--- config.mk ---
export PLATFORM = sky130hd
export DESIGN_NAME = pipe_hazard_ctrl_flat
export DESIGN_NICKNAME = d
export VERILOG_FILES = /design/src/rtl/pipe_hazard_ctrl_if.sv /design/src/rtl/pipe_hazard_ctrl.sv /design/src/flat_wrapper.sv
export SDC_FILE = /design/constraint.sdc
export NUM_CORES = 1
export LEC_CHECK = 0
export CELL_PAD_IN_SITES_DETAIL_PLACEMENT = 0
export CELL_PAD_IN_SITES_GLOBAL_PLACEMENT = 2
export CORE_MARGIN = 3
export CORE_UTILIZATION = 32
export CTS_BUF_LIST = sky130_fd_sc_hd__clkbuf_4 sky130_fd_sc_hd__clkbuf_8
export DETAILED_ROUTE_END_ITERATION = 8
export PLACE_DENSITY = 0.86
export SETUP_SLACK_MARGIN = 0.05
export SLEW_MARGIN = 5
export SYNTH_ARGS = -nofsm -noshare
export SYNTH_HDL_FRONTEND = slang
export SYNTH_SLANG_ARGS = --single-unit
--- constraint.sdc ---
create_clock -name clk -period 2.8 [get_ports clk]
set_input_delay 0.42 -clock clk [delete_from_list [all_inputs] [get_ports clk]]
set_output_delay 0.42 -clock clk [all_outputs]
set_load 0.01 [all_outputs]
--- src/rtl/pipe_hazard_ctrl_if.sv ---
// ID-side bundle between the decode stage and pipe_hazard_ctrl: ID instruction tags,
// branch/memory status in, freeze/hazard/flush and counters out.
// Handshake: mem_ready acts as the ready of the data-memory stage. A cycle with mem_ready=0
// completes nothing and every pipeline register holds. No transfer has a valid without its ready.
interface pipe_hazard_ctrl_if #(
  parameter int REG_ADDR_W = 4,
  parameter int CNT_W      = 16
);
  logic                  id_valid;
  logic [REG_ADDR_W-1:0] id_src1;
  logic [REG_ADDR_W-1:0] id_src2;
  logic                  id_two_src;
  logic                  id_wb_en;
  logic                  id_mem_read;
  logic [REG_ADDR_W-1:0] id_dest;
  logic                  branch_taken;
  logic                  mem_ready;
  logic                  freeze;
  logic                  hazard;
  logic                  flush;
  logic [CNT_W-1:0]      stall_cnt;
  logic [CNT_W-1:0]      flush_cnt;

  modport master (
    output id_valid, id_src1, id_src2, id_two_src, id_wb_en, id_mem_read, id_dest,
           branch_taken, mem_ready,
    input  freeze, hazard, flush, stall_cnt, flush_cnt
  );

  modport slave (
    input  id_valid, id_src1, id_src2, id_two_src, id_wb_en, id_mem_read, id_dest,
           branch_taken, mem_ready,
    output freeze, hazard, flush, stall_cnt, flush_cnt
  );
endinterface

--- src/rtl/pipe_hazard_ctrl.sv ---
// Pipeline hazard/flush/freeze control: DEPTH-entry writeback scoreboard, RAW interlock,
// branch flush sequencing and memory-wait freeze. Define FORWARDING_EN to stall on load-use only.
module pipe_hazard_ctrl #(
  parameter int REG_ADDR_W   = 4,
  parameter int DEPTH        = 3,
  parameter int FLUSH_CYCLES = 1,
  parameter int CNT_W        = 16
) (
  input logic               clk,
  input logic               rst,
  pipe_hazard_ctrl_if.slave bus
);

  typedef struct packed {
    logic                  valid;
    logic                  wb_en;
    logic                  mem_read;
    logic [REG_ADDR_W-1:0] dest;
  } sb_entry_t;

  localparam int REM_W = 3;
  localparam logic [REM_W-1:0] REM_RELOAD = REM_W'(FLUSH_CYCLES - 1);

  sb_entry_t        sb_q [DEPTH];
  sb_entry_t        sb_d [DEPTH];
  logic [REM_W-1:0] flush_rem_q, flush_rem_d;
  logic             branch_pending_q, branch_pending_d;
  logic [CNT_W-1:0] stall_cnt_q, stall_cnt_d;
  logic [CNT_W-1:0] flush_cnt_q, flush_cnt_d;

  logic mem_wait;
  logic flush_start;
  logic flush;
  logic raw;
  logic hazard;
  logic match1;
  logic match2;
  logic live;

  always_comb begin
    match1 = 1'b0;
    match2 = 1'b0;
    live   = 1'b0;
    for (int i = 0; i < DEPTH; i++) begin
      live = sb_q[i].valid & sb_q[i].wb_en;
`ifdef FORWARDING_EN
      // Everything but a load still in EXE can be forwarded.
      live = live & sb_q[i].mem_read & (i == 0);
`endif
      if (live && (sb_q[i].dest == bus.id_src1)) match1 = 1'b1;
      if (live && (sb_q[i].dest == bus.id_src2)) match2 = 1'b1;
    end
    raw = bus.id_valid & (match1 | (bus.id_two_src & match2));
  end

  assign mem_wait    = ~bus.mem_ready;
  assign flush_start = (bus.branch_taken | branch_pending_q) & ~mem_wait;
  assign flush       = ~mem_wait & (flush_start | (flush_rem_q != '0));
  // The ID instruction is discarded by a flush, so it cannot also stall.
  assign hazard      = raw & ~flush;

  always_comb begin
    sb_d             = sb_q;
    flush_rem_d      = flush_rem_q;
    branch_pending_d = branch_pending_q;
    stall_cnt_d      = stall_cnt_q;
    flush_cnt_d      = flush_cnt_q;
    if (mem_wait) begin
      branch_pending_d = branch_pending_q | bus.branch_taken;
    end else begin
      for (int i = 1; i < DEPTH; i++) sb_d[i] = sb_q[i-1];
      sb_d[0] = '0;
      if (bus.id_valid && !hazard && !flush) begin
        sb_d[0] = '{valid: 1'b1, wb_en: bus.id_wb_en, mem_read: bus.id_mem_read, dest: bus.id_dest};
      end
      if (flush_start) begin
        flush_rem_d      = REM_RELOAD;
        branch_pending_d = 1'b0;
        if (flush_cnt_q != '1) flush_cnt_d = flush_cnt_q + CNT_W'(1);
      end else if (flush_rem_q != '0) begin
        flush_rem_d = flush_rem_q - REM_W'(1);
      end
      if (hazard && (stall_cnt_q != '1)) stall_cnt_d = stall_cnt_q + CNT_W'(1);
    end
  end

  always_ff @(posedge clk) begin
    if (rst) begin
      for (int i = 0; i < DEPTH; i++) sb_q[i] <= '0;
      flush_rem_q      <= '0;
      branch_pending_q <= 1'b0;
      stall_cnt_q      <= '0;
      flush_cnt_q      <= '0;
    end else begin
      sb_q             <= sb_d;
      flush_rem_q      <= flush_rem_d;
      branch_pending_q <= branch_pending_d;
      stall_cnt_q      <= stall_cnt_d;
      flush_cnt_q      <= flush_cnt_d;
    end
  end

  assign bus.freeze    = hazard | mem_wait;
  assign bus.hazard    = hazard;
  assign bus.flush     = flush;
  assign bus.stall_cnt = stall_cnt_q;
  assign bus.flush_cnt = flush_cnt_q;

endmodule

--- src/flat_wrapper.sv ---
// flat-port wrapper written by rule: the top's interface ports become plain ports
module pipe_hazard_ctrl_flat 
#(
  parameter int REG_ADDR_W   = 4,
  parameter int DEPTH        = 3,
  parameter int FLUSH_CYCLES = 1,
  parameter int CNT_W        = 16
)
  (clk, rst, bus_id_valid, bus_id_src1, bus_id_src2, bus_id_two_src, bus_id_wb_en, bus_id_mem_read, bus_id_dest, bus_branch_taken, bus_mem_ready, bus_freeze, bus_hazard, bus_flush, bus_stall_cnt, bus_flush_cnt);
  pipe_hazard_ctrl_if #(.REG_ADDR_W(REG_ADDR_W), .CNT_W(CNT_W)) bus_i ();
  input logic clk;
  input logic rst;
  input wire logic [$bits(bus_i.id_valid)-1:0] bus_id_valid;
  input wire logic [$bits(bus_i.id_src1)-1:0] bus_id_src1;
  input wire logic [$bits(bus_i.id_src2)-1:0] bus_id_src2;
  input wire logic [$bits(bus_i.id_two_src)-1:0] bus_id_two_src;
  input wire logic [$bits(bus_i.id_wb_en)-1:0] bus_id_wb_en;
  input wire logic [$bits(bus_i.id_mem_read)-1:0] bus_id_mem_read;
  input wire logic [$bits(bus_i.id_dest)-1:0] bus_id_dest;
  input wire logic [$bits(bus_i.branch_taken)-1:0] bus_branch_taken;
  input wire logic [$bits(bus_i.mem_ready)-1:0] bus_mem_ready;
  output wire logic [$bits(bus_i.freeze)-1:0] bus_freeze;
  output wire logic [$bits(bus_i.hazard)-1:0] bus_hazard;
  output wire logic [$bits(bus_i.flush)-1:0] bus_flush;
  output wire logic [$bits(bus_i.stall_cnt)-1:0] bus_stall_cnt;
  output wire logic [$bits(bus_i.flush_cnt)-1:0] bus_flush_cnt;
  assign bus_i.id_valid = bus_id_valid;
  assign bus_i.id_src1 = bus_id_src1;
  assign bus_i.id_src2 = bus_id_src2;
  assign bus_i.id_two_src = bus_id_two_src;
  assign bus_i.id_wb_en = bus_id_wb_en;
  assign bus_i.id_mem_read = bus_id_mem_read;
  assign bus_i.id_dest = bus_id_dest;
  assign bus_i.branch_taken = bus_branch_taken;
  assign bus_i.mem_ready = bus_mem_ready;
  assign bus_freeze = bus_i.freeze;
  assign bus_hazard = bus_i.hazard;
  assign bus_flush = bus_i.flush;
  assign bus_stall_cnt = bus_i.stall_cnt;
  assign bus_flush_cnt = bus_i.flush_cnt;
  pipe_hazard_ctrl #(.REG_ADDR_W(REG_ADDR_W), .DEPTH(DEPTH), .FLUSH_CYCLES(FLUSH_CYCLES), .CNT_W(CNT_W)) u_core (.clk(clk), .rst(rst), .bus(bus_i));
endmodule
==> results of run 1 <==
worst max-delay path by stage:
stage,startpoint,end,slack (ns)
floorplan,bus_id_src2[1],u_core.bus.stall_cnt[11]$_SDFFE_PP0P_,0.61
global placement,bus_id_src1[2],bus_freeze,-0.27
detailed placement,bus_id_src2[2],bus_freeze,-0.29
CTS,bus_id_src1[2],bus_freeze,-0.008
global route,u_core.sb_q[14]$_SDFFE_PP0P_,bus_freeze,0.06
finish,u_core.sb_q[14]$_SDFFE_PP0P_,bus_freeze,0.20
layout make-up:
cell class | count | area [µm²]
Clock buffer | 6 | 76.3
Clock inverter | 2 | 13.8
Tap cell | 102 | 128
Timing Repair Buffer | 65 | 626
Sequential cell | 54 | 1080
Fill cell | 813 | 4410
Multi-Input combinational cell | 215 | 1560
Inverter | 9 | 33.8
power breakdown:
part / switching (mW) / total [mW] / internal [mW]
clock: 0.252 / 0.439 / 0.187
combinational: 0.0609 / 0.119 / 0.0584
sequential: 0.00952 / 0.784 / 0.775
total: 0.323 / 1.34 / 1.02
logic make-up after synthesis:
kind of cell,count (synthesis),share of synthesized area [%]
multiplexers,18,6.92
XOR/XNOR,45,14.7
AND/OR/NAND/NOR,118,23.3
AO/OA/AOI/OAI,30,10.1
flip-flops,54,40.4
buffers and inverters,18,2.66
adder cells (fa/ha/maj),4,1.87
cells in the mapped netlist, drive strengths merged, types with 6 or more instances:
cell / instances
dfxtp: 54
nor2: 47
xor2: 25
xnor2: 20
mux2i: 14
nand3: 14
nand4: 13
nand2: 11
inv: 9
and3: 8
clkbuf: 8
a21oi: 7
nor2b: 6
worst min-delay path, stage by stage, from the launching register on:
cell	delay, ns
dfxtp_1	0.32
nor2_1	0.09
a211oi_1	0.05
registers in the layout, summed over array words and instances, names as in the netlist:
| signal | cells |
|---|---|
| u_core.sb_q | 18 |
| u_core.bus.flush_cnt | 16 |
| u_core.bus.stall_cnt | 16 |
| u_core.flush_rem_q | 3 |
| u_core.branch_pending_q | 1 |
per-stage QoR:
| step | area [µm²] | hold WS, ns |
|---|---|---|
| after floorplan | 2680 | 0.473 |
| final | 3520 | 0.513 |
| after global placement | 3380 | 0.488 |
| after global routing | 3520 | 0.538 |
| after CTS | 3490 | 0.515 |
| after detailed placement | 3380 | 0.496 |
per-layer routing:
metal	up-vias	global-route usage, %	share of wire, %
li1	1120	-	-
met1	1027	18.8	49
met2	25	21.2	47
met3	2	3.09	2.7
met4	0	2.88	0.65
met5	-	0	0
timing repair:
| action | in CTS | in global routing |
|---|---|---|
| cloned | 0 | 0 |
| pin swaps | 2 | 3 |
| resized for setup | 7 | 9 |
| setup buffers | 0 | 0 |
| setup endpoints to repair | 2 | 2 |
==> results by group, run 1 <==
Run status
  • Status: finished, final reports clean

Worst setup path
  • R2R Path Start: u_core.bus.stall_cnt[0]$_SDFFE_PP0P_
  • Max FO, Critical Path: 4
  • Reg-to-reg endpoint: u_core.bus.stall_cnt[11]$_SDFFE_PP0P_
  • R2r setup slk: 0.45 ns
  • Crit path buf inv count: 2
  • Crit path DAT: 2.18 ns
  • CP Depth: 8
  • CP max-delay cell: dfxtp_1
  • Cell depth of the worst flop-to-flop path: 8
  • Startpoint types: register
  • Endpoint class of the critical path: primary output
  • Critical Path Max Stage Delay: 0.45 ns
  • Critical path type: reg -> out
  • Delay-heaviest family, CP: simple AND/OR/NAND/NOR gates
  • Crit-path cells: xor2_1 > nor4_2 > buf_4 > nor4_4 > nand2_1 > and3_1 > nand2b_1 > dlygate4sd2_1
  • Critical path required time: 2.38 ns

STA
  • Setup skew after layout: 0.0103 ns
  • Slew HR: around 55%
  • RSZ-0062 raised after global routing: no
  • Final period util: 92.9%
  • Worst-margin pin slew: 0.673 ns
  • Final max-slew violation count: 0
  • Final setup viols: 0
  • Setup ws final: 0.198 ns
  • Hold Fails Final Rpt: 0
  • Fin Setup TNS: 0 ns
  • Post-layout min period: roughly 2.6 ns
  • Achievable frequency: 384 MHz

Power and ir drop
  • Tot Pwr: 1.34 mW
  • Worst vdd ir: 0.193 mV
  • Cell leakage power: 1.39 nW
  • Pwr dens: 382 nW/µm²

Layout
  • Leading cell type in the layout, fill and taps excluded: dfxtp_1
  • P&R area growth vs syn: 31.4%
  • Ratio of cells with drive above 1 in the final layout: a little under an eighth
  • Antenna cell count: 0
  • Commonest non-fill, non-tap cells in the layout: 53 x dfxtp_1, 47 x nor2_1, 42 x clkdlybuf4s50_1
  • Fin nets: 374
  • Fin cells: 453
  • Final core occ: 44.4%

Route
  • Pre-antenna DRT Iters: 4
  • Routed WL: ~6.2 mm
  • Antenna Violating Nets Remaining: 0
  • Vias/cell: 4.80
  • Routed vias: 2174
  • DR DRC count: 0
  • Drt initial violations: between 50 and 60
  • WL/cell: 13.7 µm

Floorplanning
  • Core Region: roughly 7900 µm²
  • Die height: 97.5 µm
  • FP Rows: 32
  • # IOs: between 50 and 60
  • DIE AREA: 9500 µm²
  • Starting Density: 33.8%
  • Die Width: ~97 µm

Logic synthesis
  • Yosys top cell by area: dfxtp_1
  • Synth area leaders: dfxtp_1 40%, xor2_1 8.2%, nor2_1 6.6%
  • Synthesis-stage register bit count: 54
  • Syn Area/Cell: 9.33 µm²
  • Main synth FF type: dfxtp_1
  • Syn Inst Count: 287
  • Synth Cell Area: 2680 µm²
  • Library cells used by synthesis: 39
  • Synth top area share: 40.4%
  • Warnings from Yosys: 0
  • EDFF count, synth: 0
  • Post-synth ARST share: 0%
  • Syn_nets: approximately 310
  • Seq/Total Area, Yosys: roughly 40%

Placement
  • GP Congestion: 0.806
  • Cells after DPL: between 400 and 500
  • Number of port buffers: 53
  • Post-DP HPWL: 4.58 mm
  • Pre-CTS WS: -0.292 ns

GRT
  • Largest net degree at the start of global routing: 36
  • Initial antenna violation count: 0
  • First-pass GRT wire length: 10.6 mm
  • Vias in the first global route: 2117
  • Total track usage: 13.4%
  • Overflow after GRT: 0

CTS
  • CTS buffer count: 5
  • CTS Sinks: 54
  • Clock latency at the later pin of the worst-skew pair: 0.30 ns
  • Root Buffer: clkbuf_8
  • Clock buffer depth: 2
  • Clk slew on worst S/H paths: 0.10 ns
  • H-tree depth: 2
  • CTS hold repair buffers: 0
  • CTS tree: done

Job
  • Max-cap violations: 0

Min path
  • Hold Path Sink: u_core.flush_rem_q[1]$_SDFFE_PP0P_
  • WHS Path Cells: 2
  • Worst min-delay path startpoint: u_core.flush_rem_q[1]$_SDFFE_PP0P_
  • HP Class: reg -> reg
Note: power is estimated with default switching activity, not from simulation.
==> inputs of run 2 (changes only) <==
--- a/config.mk
+++ b/config.mk
@@ -12,6 +12,7 @@
 export CTS_BUF_LIST = sky130_fd_sc_hd__clkbuf_4 sky130_fd_sc_hd__clkbuf_8
 export DETAILED_ROUTE_END_ITERATION = 8
 export PLACE_DENSITY = 0.86
+export REMOVE_ABC_BUFFERS = 1
 export SETUP_SLACK_MARGIN = 0.05
 export SLEW_MARGIN = 5
 export SYNTH_ARGS = -nofsm -noshare
==> results by group, run 2 (synthesized netlist as in run 1, its figures left out) <==
Route
  • DR DRC count: 0
  • WL/cell: 13.3 µm
  • Routed vias: 2200
  • Vias/cell: 4.78
  • Pre-antenna DRT Iters: 4
  • Antenna Violating Nets Remaining: 0
  • Drt initial violations: 72
  • Routed WL: about 6.1 mm

Floorplanning
  • Starting Density: between 30 and 40%
  • # IOs: 55
  • Die Width: slightly below 100 µm
  • Die height: 97.5 µm
  • FP Rows: 32
  • DIE AREA: 9500 µm²
  • Core Region: 7930 µm²

Worst setup path
  • Crit path DAT: about 2.2 ns
  • Critical path required time: 2.38 ns
  • Max FO, Critical Path: 3
  • Critical path type: in -> out
  • R2r setup slk: 0.45 ns
  • Startpoint types: primary input
  • Endpoint class of the critical path: primary output

Layout
  • Fin nets: roughly 380
  • Antenna cell count: 0
  • Commonest non-fill, non-tap cells in the layout: 54 x dfxtp_1, 47 x nor2_1, 42 x clkdlybuf4s50_1
  • Fin cells: 460
  • Leading cell type in the layout, fill and taps excluded: dfxtp_1
  • P&R area growth vs syn: 32.1%
  • Largest register FFs: 18
  • Biggest register: u_core.sb_q
  • Ratio of cells with drive above 1 in the final layout: 13.1%

CTS
  • CTS hold repair buffers: 0
  • Clock buffer depth: 2
  • CTS buffer count: 5
  • Clk slew on worst S/H paths: 0.10 ns
  • H-tree depth: 2
  • CTS tree: done
  • Root Buffer: clkbuf_8
  • Clock latency at the later pin of the worst-skew pair: 0.30 ns
  • CTS Sinks: 54

Power and ir drop
  • Worst vdd ir: ~0.26 mV
  • Cell leakage power: 1.38 nW
  • Pwr dens: 384 nW/µm²

GRT
  • Total track usage: 13.4%
  • First-pass GRT wire length: roughly 11 mm
  • Initial antenna violation count: 0
  • Largest net degree at the start of global routing: 26
  • Vias in the first global route: 2228
  • Overflow after GRT: 0

Run status
  • Status: finished, final reports clean

STA
  • Worst-margin pin slew: between 0.4 and 0.5 ns
  • RSZ-0062 raised after global routing: no
  • Slew HR: between 60% and 70%
  • Final setup viols: 0
  • Final max-slew violation count: 0
  • Achievable frequency: 387 MHz
  • Post-layout min period: 2.58 ns
  • Final period util: between 90% and 100%
  • Hold Fails Final Rpt: 0
  • Fin Setup TNS: 0 ns
  • Setup skew after layout: 0.00959 ns

Placement
  • GP Congestion: 0.841
  • Number of port buffers: 53
  • Post-DP HPWL: 4.64 mm
  • Cells after DPL: 452

Job
  • Max-cap violations: 0

Min path
  • HP Class: reg -> reg
[run 2: timing repair]
item / 4_1_cts / 5_1_grt
pin swaps: 4 / 1
setup buffers: 0 / 0
cloned: 0 / 0
setup endpoints to repair: 2 / 2
resized for setup: 13 / 3
hold endpoints to repair: 0 / 0
[run 2: per-layer routing]
layer | track usage [%] | share of wire (%) | vias up
met3 | 2.87 | 3.7 | 7
met5 | 0 | 0 | -
met4 | 4.26 | 1.3 | 0
li1 | - | - | 1134
met2 | 21.6 | 45 | 41
met1 | 17.9 | 50 | 1018
[run 2: metrics by stage]
step	hold WS, ns	util [%]	power, mW	worst slack, ns	area [µm²]
6_report	0.503	44.6	1.36	0.219	3540
5_1_grt	0.536	44.6	1.43	0.0841	3540
4_1_cts	0.505	44.6	1.38	0.144	3530
3_5_place_dp	0.491	43.3	0.923	-0.300	3440
3_3_place_gp	0.484	43.3	0.922	-0.249	3440
2_1_floorplan	0.473	-	0.847	0.561	2640
[run 2: worst paths after layout]
check                                      from  cells past startpoint                                     to
max reg2reg         u_core.sb_q[2]$_SDFFE_PP0P_                      8  u_core.bus.stall_cnt[11]$_SDFFE_PP0P_
min          u_core.flush_rem_q[1]$_SDFFE_PP0P_                      2     u_core.flush_rem_q[1]$_SDFFE_PP0P_
max                              bus_id_two_src                      8                             bus_hazard
min reg2reg  u_core.flush_rem_q[1]$_SDFFE_PP0P_                      2     u_core.flush_rem_q[1]$_SDFFE_PP0P_
[run 2: cell type report]
type	count	area (µm²)
flip-flops and latches	54	1080
repair buffers	72	652
clock buffers	6	82.6
multi-input cells	215	1550
clock inverters	2	12.5
well taps	102	128
fillers	783	4390
inverters	9	33.8
[run 2: power breakdown]
group | internal [mW] | switching (mW)
logic | 0.0573 | 0.0600
registers | 0.775 | 0.00902
clock network | 0.200 | 0.257
total | 1.03 | 0.326
[run 2: worst max-delay path, stage by stage]
cell             delay (ns)
clkdlybuf4s50_1        0.51
nand2_2                0.09
o41ai_4                0.40
nand3_4                0.11
nand2_1                0.10
and3_1                 0.17
buf_4                  0.10
dlygate4sd2_1          0.25
==> inputs of run 3 (changes only) <==
--- a/config.mk
+++ b/config.mk
@@ -5,6 +5,7 @@
 export SDC_FILE = /design/constraint.sdc
 export NUM_CORES = 1
 export LEC_CHECK = 0
+export ABC_CLOCK_PERIOD_IN_PS = 2800
 export CELL_PAD_IN_SITES_DETAIL_PLACEMENT = 0
 export CELL_PAD_IN_SITES_GLOBAL_PLACEMENT = 2
 export CORE_MARGIN = 3
@@ -18,3 +19,4 @@
 export SYNTH_ARGS = -nofsm -noshare
 export SYNTH_HDL_FRONTEND = slang
 export SYNTH_SLANG_ARGS = --single-unit
+export TNS_END_PERCENT = 1
==> results by group, run 3 (synthesized netlist as in run 1, its figures left out) <==
Power and ir drop
  • Net Switching: ~0.33 mW
  • Pwr dens: about 380 nW/µm²
  • Worst vdd ir: 0.262 mV
  • Pint: 1.03 mW
  • Cell leakage power: approximately 1.4 nW
  • Sw frac: 24.0%
  • Sequential fraction of design power: 57.7%
  • Logic pwr share: 8.6%
  • Clock network power share: 33.6%

Route
  • WL/cell: 13.3 µm
  • Antenna Violating Nets Remaining: 0
  • Vias/cell: ~4.8
  • Routed WL: between 6 and 7 mm
  • DR DRC count: 0
  • Pre-antenna DRT Iters: 4
  • Drt initial violations: 75
  • Routed vias: 2201

Floorplanning
  • FP Rows: 32
  • Core Region: 7930 µm²
  • Die Width: 97.5 µm
  • Die height: 97.5 µm
  • DIE AREA: 9500 µm²
  • Starting Density: roughly a third
  • # IOs: 55

STA
  • Hold slack: around 0.50 ns
  • RSZ-0062 raised after global routing: yes
  • Achievable frequency: a little under 400 MHz
  • Slew HR: 67.6%
  • Fin Setup TNS: 0 ns
  • Final setup viols: 0
  • Final max-slew violation count: 0
  • Hold Fails Final Rpt: 0
  • Post-layout min period: about 2.6 ns
  • Setup skew after layout: ~0.0096 ns
  • Worst-margin pin slew: 0.487 ns
  • Final period util: 92.7%

Layout
  • P&R area growth vs syn: 32.1%
  • Leading cell type in the layout, fill and taps excluded: dfxtp_1
  • Ratio of cells with drive above 1 in the final layout: 13.1%
  • Total area of sequential cells: 1080 µm²
  • Number of fillers in the final layout: 783
  • Fin nets: ~380
  • Antenna cell count: 0
  • Commonest non-fill, non-tap cells in the layout: 54 x dfxtp_1, 47 x nor2_1, 42 x clkdlybuf4s50_1
  • Biggest register: u_core.sb_q
  • Final core occ: 44.6%
  • Multi-input gate area in the final layout: 1550 µm²
  • Largest register FFs: 18

Worst setup path
  • Cell depth of the worst flop-to-flop path: 8
  • Endpoint class of the critical path: primary output
  • R2r setup slk: 0.45 ns
  • Max FO, Critical Path: 3
  • Critical path type: in -> out
  • Startpoint types: primary input
  • Crit path DAT: 2.18 ns
  • Critical path required time: 2.38 ns

Min path
  • HP Class: reg -> reg
  • WHS Path Cells: 2

CTS
  • Clock latency at the later pin of the worst-skew pair: around 0.3 ns
  • Root Buffer: clkbuf_8
  • Post-CTS Setup Inserts: 0
  • CTS tree: done
  • Clk slew on worst S/H paths: 0.10 ns
  • CTS hold repair buffers: 0
  • Clock buffer depth: 2
  • CTS buffer count: 5
  • CTS Sinks: 54
  • H-tree depth: 2

Placement
  • Post-DP HPWL: 4.64 mm
  • Number of port buffers: 53
  • GP Congestion: between 0.8 and 0.9

GRT
  • Total track usage: 13.4%
  • Overflow after GRT: 0
  • Initial antenna violation count: 0
  • Vias in the first global route: 2228
  • First-pass GRT wire length: 10.7 mm
  • Largest net degree at the start of global routing: 26

Job
  • Max-cap violations: 0

Run status
  • Status: finished, final reports clean
-- run 3: cell counts in the layout (fill, tap and decap cells not counted) --
No cell type changed its count.
-- run 3: metrics by stage --
step / setup WS, ns / total power [mW] / instance area [µm²] / instances
floorplan: 0.561 / 0.847 / 2640 / 278
global placement: -0.249 / 0.922 / 3440 / 452
detailed placement: -0.300 / 0.923 / 3440 / 452
CTS: 0.144 / 1.38 / 3530 / 460
global route: 0.0445 / 1.43 / 3540 / 460
finish: 0.204 / 1.36 / 3540 / 460
-- run 3: worst max-delay path, stage by stage --
cell and delay [ns]:
clkdlybuf4s50_1 0.51, nand4_1 0.14, nor4_2 0.27, buf_4 0.16, nor4_4 0.04, nand2_1 0.12
and3_1 0.17, buf_4 0.10, dlygate4sd2_1 0.25
-- run 3: repair_timing --
item / 4_1_cts / 5_1_grt
pin swaps: 4 / 0
endpoints found under the setup margin: 2 / 2
endpoints found under the hold margin: 0 / 0
gates resized for setup: 13 / 3
-- run 3: final cells by class --
type	instances	area share (%)
inverters	9	0.955
clock buffers	6	2.34
well taps	102	3.61
flip-flops and latches	54	30.6
multi-input cells	215	43.7
repair buffers	72	18.4
clock inverters	2	0.354
-- run 3: routing by layer --
metal	vias to the layer above	track usage, %	share of wire, %
met5	-	0	0
met4	0	4.26	1.3
met3	7	2.87	3.7
met2	41	21.6	45
met1	1019	17.9	50
li1	1134	-	-
-- run 3: final timing paths --
kind,from,endpoint
max,bus_id_two_src,bus_hazard
min,u_core.flush_rem_q[1]$_SDFFE_PP0P_,u_core.flush_rem_q[1]$_SDFFE_PP0P_
max reg2reg,u_core.sb_q[2]$_SDFFE_PP0P_,u_core.bus.stall_cnt[11]$_SDFFE_PP0P_
min reg2reg,u_core.flush_rem_q[1]$_SDFFE_PP0P_,u_core.flush_rem_q[1]$_SDFFE_PP0P_
-- run 3: power groups by stage --
stage                     sequential, mW  clock [mW]  combinational, mW
after floorplan                    0.801           0             0.0468
after global placement             0.802           0              0.120
after detailed placement           0.802           0              0.121
after CTS                          0.784       0.479              0.119
after global routing               0.786       0.513              0.129
final                              0.784       0.457              0.117
